File: config.mk
export PLATFORM = sky130hd
export DESIGN_NAME = mac_accum_ctrl_flat
export DESIGN_NICKNAME = d
export VERILOG_FILES = /design/src/rtl/mac_accum_ctrl_pkg.sv /design/src/rtl/mac_accum_ctrl_if.sv /design/src/rtl/mac_sat_add.sv /design/src/rtl/mac_accum_ctrl.sv /design/src/flat_wrapper.sv
export SDC_FILE = /design/constraint.sdc
export NUM_CORES = 1
export LEC_CHECK = 0
export ABC_AREA = 1
export CAP_MARGIN = 20
export CORE_UTILIZATION = 55
export DETAILED_ROUTE_END_ITERATION = 8
export GPL_TIMING_DRIVEN = 1
export HOLD_SLACK_MARGIN = 0.12
export PLACE_DENSITY = 0.85
export SLEW_MARGIN = 5
export SYNTH_ARGS = -nofsm -noshare
export SYNTH_HDL_FRONTEND = slang
export SYNTH_SLANG_ARGS = --single-unit
File: constraint.sdc
create_clock -name clk -period 3.45 [get_ports clk]
set_input_delay 0.8625 -clock clk [delete_from_list [all_inputs] [get_ports clk]]
set_output_delay 0.8625 -clock clk [all_outputs]
set_load 0.01 [all_outputs]
File: src/rtl/mac_accum_ctrl_pkg.sv
// MAC accumulate stage: shared widths and FSM encoding.
// Imported by the interface, the adder and the controller.
package mac_accum_ctrl_pkg;

  localparam int DEF_PROD_W = 32;
  localparam int DEF_ACC_W  = 40;
  localparam int DEF_LEN_W  = 8;

  typedef enum logic [1:0] {
    IDLE   = 2'd0,
    ACCUM  = 2'd1,
    RESULT = 2'd2
  } state_e;

endpackage

File: src/rtl/mac_accum_ctrl_if.sv
// Product-in / result-out bundle of the MAC accumulate stage.
// master drives jobs and products, slave is the accumulator.
interface mac_accum_ctrl_if
  import mac_accum_ctrl_pkg::*;
#(
  parameter int PROD_W = DEF_PROD_W,
  parameter int ACC_W  = DEF_ACC_W,
  parameter int LEN_W  = DEF_LEN_W
);

  logic              start;
  logic [LEN_W-1:0]  len;
  logic              prod_valid;
  logic              prod_ready;
  logic [PROD_W-1:0] prod;
  logic              res_valid;
  logic              res_ready;
  logic [ACC_W-1:0]  res;
  logic              res_ovf;
  logic              busy;

  modport master (
    output start,
    output len,
    output prod_valid,
    output prod,
    output res_ready,
    input  prod_ready,
    input  res_valid,
    input  res,
    input  res_ovf,
    input  busy
  );

  modport slave (
    input  start,
    input  len,
    input  prod_valid,
    input  prod,
    input  res_ready,
    output prod_ready,
    output res_valid,
    output res,
    output res_ovf,
    output busy
  );

endinterface

File: src/rtl/mac_sat_add.sv
// Saturating unsigned add of a product into the accumulator.
// Clamps to all-ones when the carry out of ACC_W bits is set.
module mac_sat_add
  import mac_accum_ctrl_pkg::*;
#(
  parameter int ACC_W  = DEF_ACC_W,
  parameter int PROD_W = DEF_PROD_W
) (
  input  logic [ACC_W-1:0]  acc,
  input  logic [PROD_W-1:0] prod,
  output logic [ACC_W-1:0]  sum,
  output logic              ovf
);

  localparam int W = ACC_W + 1;

  logic [W-1:0] full;

  assign full = {1'b0, acc} + W'(prod);
  assign ovf  = full[ACC_W];
  assign sum  = ovf ? '1 : full[ACC_W-1:0];

endmodule

File: src/rtl/mac_accum_ctrl.sv
// Accumulate stage: sums LEN products per job into a saturating
// accumulator and hands out one result over valid/ready.
module mac_accum_ctrl
  import mac_accum_ctrl_pkg::*;
#(
  parameter int PROD_W = DEF_PROD_W,
  parameter int ACC_W  = DEF_ACC_W,
  parameter int LEN_W  = DEF_LEN_W
) (
  input logic              clk,
  input logic              rst,
  mac_accum_ctrl_if.slave  bus
);

  state_e             state_q;
  state_e             state_d;
  logic [ACC_W-1:0]   acc_q;
  logic [ACC_W-1:0]   acc_d;
  logic               acc_we;
  logic [LEN_W-1:0]   cnt_q;
  logic [LEN_W-1:0]   cnt_d;
  logic [LEN_W-1:0]   len_q;
  logic [LEN_W-1:0]   len_d;
  logic               ovf_q;
  logic               ovf_d;
  logic [ACC_W-1:0]   sum;
  logic               carry;
  logic               accept;
  logic               last;

  mac_sat_add #(
    .ACC_W  (ACC_W),
    .PROD_W (PROD_W)
  ) u_add (
    .acc  (acc_q),
    .prod (bus.prod),
    .sum  (sum),
    .ovf  (carry)
  );

  assign accept = (state_q == ACCUM) && bus.prod_valid;
  assign last   = (cnt_q + 1'b1) == len_q;

  always_comb begin
    state_d = state_q;
    acc_d   = acc_q;
    acc_we  = 1'b0;
    cnt_d   = cnt_q;
    len_d   = len_q;
    ovf_d   = ovf_q;
    unique case (state_q)
      IDLE: begin
        if (bus.start) begin
          acc_d  = '0;
          acc_we = 1'b1;
          cnt_d  = '0;
          ovf_d  = 1'b0;
          if (bus.len != '0) begin
            len_d   = bus.len;
            state_d = ACCUM;
          end else begin
            state_d = RESULT;
          end
        end
      end
      ACCUM: begin
        if (accept) begin
          acc_d  = sum;
          acc_we = 1'b1;
          ovf_d  = ovf_q | carry;
          cnt_d  = cnt_q + 1'b1;
          if (last) begin
            state_d = RESULT;
          end
        end
      end
      RESULT: begin
        if (bus.res_ready) begin
          state_d = IDLE;
        end
      end
      default: begin
        state_d = IDLE;
      end
    endcase
  end

  always_ff @(posedge clk) begin
    if (rst) begin
      state_q <= IDLE;
      cnt_q   <= '0;
      len_q   <= '0;
      ovf_q   <= 1'b0;
    end else begin
      state_q <= state_d;
      cnt_q   <= cnt_d;
      len_q   <= len_d;
      ovf_q   <= ovf_d;
    end
  end

  // Enabled only on job start and accepted beats so it stays quiet otherwise.
  always_ff @(posedge clk) begin
    if (rst) begin
      acc_q <= '0;
    end else if (acc_we) begin
      acc_q <= acc_d;
    end
  end

  assign bus.prod_ready = (state_q == ACCUM);
  assign bus.res_valid  = (state_q == RESULT);
  assign bus.busy       = (state_q != IDLE);
  assign bus.res        = acc_q;
  assign bus.res_ovf    = ovf_q;

endmodule

File: src/flat_wrapper.sv
// flat-port wrapper written by rule: the top's interface ports become plain ports
module mac_accum_ctrl_flat import mac_accum_ctrl_pkg::*;
#(
  parameter int PROD_W = DEF_PROD_W,
  parameter int ACC_W  = DEF_ACC_W,
  parameter int LEN_W  = DEF_LEN_W
)
  (clk, rst, bus_start, bus_len, bus_prod_valid, bus_prod, bus_res_ready, bus_prod_ready, bus_res_valid, bus_res, bus_res_ovf, bus_busy);
  mac_accum_ctrl_if #(.PROD_W(PROD_W), .ACC_W(ACC_W), .LEN_W(LEN_W)) bus_i ();
  input logic clk;
  input logic rst;
  input wire logic [$bits(bus_i.start)-1:0] bus_start;
  input wire logic [$bits(bus_i.len)-1:0] bus_len;
  input wire logic [$bits(bus_i.prod_valid)-1:0] bus_prod_valid;
  input wire logic [$bits(bus_i.prod)-1:0] bus_prod;
  input wire logic [$bits(bus_i.res_ready)-1:0] bus_res_ready;
  output wire logic [$bits(bus_i.prod_ready)-1:0] bus_prod_ready;
  output wire logic [$bits(bus_i.res_valid)-1:0] bus_res_valid;
  output wire logic [$bits(bus_i.res)-1:0] bus_res;
  output wire logic [$bits(bus_i.res_ovf)-1:0] bus_res_ovf;
  output wire logic [$bits(bus_i.busy)-1:0] bus_busy;
  assign bus_i.start = bus_start;
  assign bus_i.len = bus_len;
  assign bus_i.prod_valid = bus_prod_valid;
  assign bus_i.prod = bus_prod;
  assign bus_i.res_ready = bus_res_ready;
  assign bus_prod_ready = bus_i.prod_ready;
  assign bus_res_valid = bus_i.res_valid;
  assign bus_res = bus_i.res;
  assign bus_res_ovf = bus_i.res_ovf;
  assign bus_busy = bus_i.busy;
  mac_accum_ctrl #(.PROD_W(PROD_W), .ACC_W(ACC_W), .LEN_W(LEN_W)) u_core (.clk(clk), .rst(rst), .bus(bus_i));
endmodule
==> results.md <==
- Status: completed
- Distinct cells, synth: 36
- CP Max Fanout: 16
- Cell total after placement: about 1.2k
- Vias in the first global route: about 5.5k
- GRT Total Usage: 0.321
- Cells after synthesis: between 900 and 1k
- Worst Setup Path Type: input port to flip-flop
- Worst skew pair latency: approximately 0.36 ns
- Placer Congestion: 1.04
- Floorplan Core Area: just over 9000 sq um
- Fin crit share: 0.854
- Nets: 1116
- Worst setup endpoint: u_core.bus.res[27]
- Leakage Power: between 3 and 4 nW
- GRT overflow: 0
- Peak VDD IR: 0.207 mV
- GRT met3 Usage: 0.0402
- Fin Hold WS: approximately 0.47 ns
- Routed Antenna Nets: 0
- DR vias: between 6k and 7k
- HP Class: flip-flop to flip-flop
- Clk slew on worst S/H paths: around 0.080 ns
- Clock root buffer: clkbuf_8
- Final setup TNS: 0 ns
- Initial antenna violation count: 0
- Post-CTS Setup Bufs: 0
- Most frequent CP cell: nand2_2
- Fmax achieved: roughly 0.34 GHz
- Place WS: between 0.15 and 0.2 ns
- Starting DRT DRC Count: 353
- Pre-antenna DRT Iters: 5
- Commonest cells in the netlist: nand2_1, inv_1, nor2_1
- Routing usage on met2: 0.548
- Drt wl/cell: 13.5 um
- Synthesized cell area: approximately 5400 sq um
- Share of post-route cells with drive strength above 1: 0.0624
- Sequential share of the synthesized area: 0.220
- Instance count on the critical path: 16
- Asr flop ratio synth: 0
- Synth warnings: 0
- Synth area leader: nand2_1
- Max_cap viols: 0
- Clock skew: 0.0106 ns
- # diodes: 0
- Worst R2R Start: u_core.bus.res[0]
- Global-route wire length before repair: between 20 and 30 mm
- Family with the most delay on the worst path: simple AND/OR/NAND/NOR gates
- Worst setup SP type: input port
- CTS resizes: 0
- Largest net degree at the start of global routing: 33
- H-tree depth: 3
- Fin. Hold Viols: 0
- Worst Path Required: around 3.7 ns
- Die height: 101 um
- IO buf count: 88
- Synthesized area per cell: about 5.7 sq um
- Final wirelength: about 16 mm
- Area growth, synth to finish: 22.6%
- Number of synthesized flops with an enable pin: 0
- Grt met1 use: 0.428
- Slowest CP cell: fa_1
- Die ar.: 10200 sq um
- Ys flop type: dfxtp_1
- Cts hold-fix bufs: 0
- Most used routing layer in global routing: met2
- Element type at the critical path end: flip-flop
- Largest cells by area after synthesis: nand2_1, dfxtp_1, inv_1, ha_1, a21oi_1
- Starting density of the core: 0.576
- CP bufs+invs: 2
- Area share of the largest cell type after synthesis: 0.252
- P per Cell Area: between 200 and 300 nW/um^2
- Flops & latches, synth: a little under 60
- CTS max path bufs: 2
- CTS tree: done
- Unrepaired setup endpoints after global routing: no
- Worst Tran Pin Value: 0.665 ns
- Slew headroom: 0.557
- Fin worst setup slack: between 0.5 and 0.6 ns
- Top-count cell post-synth: nand2_1
- Inserted Clock Buffers: 9
- Max Slew Vio Count: 0
- CP peak stage delay: about 0.44 ns
- Via/cell ratio: approximately 5.1
- Minimum clock period: just under 3 ns
- Drc violations: 0
- Mapped Nets: 1024
- FF-to-FF setup slack: between 1 and 1.5 ns
- Final setup vio count: 0
- Sink Count: about 60
- Origin of the worst setup path: bus_prod[0]
- Io pins: between 80 and 90
- Die X: between 100 and 150 um
- Worst reg-to-reg path cell count: 15
- Worst r2r dst: u_core.bus.res[27]
- Dpl hpwl: around 13 mm
- Rows: 35
- Worst endpoint data arrival time: 3.18 ns
- Crit path cell chain: clkdlybuf4s50_1 -> ha_1 -> fa_1 -> nand2_1 -> nand3_1 -> nand3_1 -> nand2_2 -> nand2_2 -> nand2_2 -> nand3_2 -> nand2_2 -> nand2_2 -> buf_4 -> nand3_1 -> nand2_1 -> a21oi_1
- Final cell count without fillers: about 1.2k
sequential cells by signal, summed over array words and instances (netlist names):
| signal | flops |
|---|---|
| u_core.cnt_q | 8 |
| u_core.len_q | 8 |
| u_core.bus.res_ovf | 1 |
| u_core.state_q | 2 |
| u_core.bus.res | 40 |
metrics by stage:
stage | utilization | area, sq um | power [mW]
final | 0.706 | 6590 | 1.89
after global routing | 0.706 | 6590 | 1.99
after CTS | 0.706 | 6590 | 1.90
after detailed placement | 0.687 | 6410 | 1.28
after global placement | 0.687 | 6410 | 1.28
after floorplan | - | 5370 | 1.09
per-layer routing:
layer	wire length (um)	share of wire
met4	219	0.014
met2	7210	0.46
met5	0	0
met3	943	0.060
met1	7380	0.47
cell families (layout without fill, tap and decap cells):
kind of cell / after synthesis / in the layout / share of synthesized area
fa+ha+maj: 34 / 34 / 0.0806
flops: 59 / 59 / 0.220
compound gates: 109 / 109 / 0.113
simple gates: 560 / 560 / 0.430
buf+inv: 158 / 255 / 0.116
xor+xnor: 25 / 25 / 0.0408
layout make-up:
cell class | instances | area (sq um)
inverter | 137 | 514
timing repair buffer | 102 | 981
multi-input combinational | 728 | 3570
clock inverter | 7 | 56.3
clock buffer | 9 | 124
sequential | 59 | 1180
fill | 878 | 2740
tap | 129 | 161
worst register-to-register path, delay by kind of cell, from the launching register on:
family	cells	cell delay [ns]
buf+inv	1	0.24
simple gates	11	0.96
compound gates	1	0.05
flops	1	0.34
fa+ha+maj	2	0.68
where the power goes:
part           switching [mW]  internal [mW]  total (mW)
combinational           0.315          0.227       0.542
sequential             0.0227          0.709       0.732
clock                   0.348          0.271       0.618
layout by cell type (no fill, tap or decap), types with 3 or more instances in the layout:
master,n
xnor2_1,21
a21oi_2,9
xor2_1,4
nand2_1,361
buf_4,14
or2_2,3
dfxtp_1,59
inv_1,135
clkdlybuf4s50_1,87
nor2_1,88
nand3_1,64
nor3_1,9
nand3b_1,3
a21oi_1,72
nand2_2,16
ha_1,33
o21ai_0,16
nor4_1,3
nand4_1,6
o21bai_1,7
inv_6,4
clkbuf_8,9
how the worst min path moves through the flow:
| stage | slack [ns] | endpoint | cells past startpoint | start |
|---|---|---|---|---|
| finish | 0.47 | u_core.bus.res_ovf | 1 | u_core.bus.res_ovf |
| global placement | 0.45 | u_core.bus.res_ovf | 1 | u_core.bus.res_ovf |
| floorplan | 0.44 | u_core.len_q[5] | 2 | u_core.len_q[5] |
| global route | 0.48 | u_core.len_q[5] | 2 | u_core.len_q[5] |
| CTS | 0.47 | u_core.bus.res_ovf | 1 | u_core.bus.res_ovf |
| detailed placement | 0.45 | u_core.bus.res_ovf | 1 | u_core.bus.res_ovf |
Note: power is estimated with default switching activity, not from simulation.
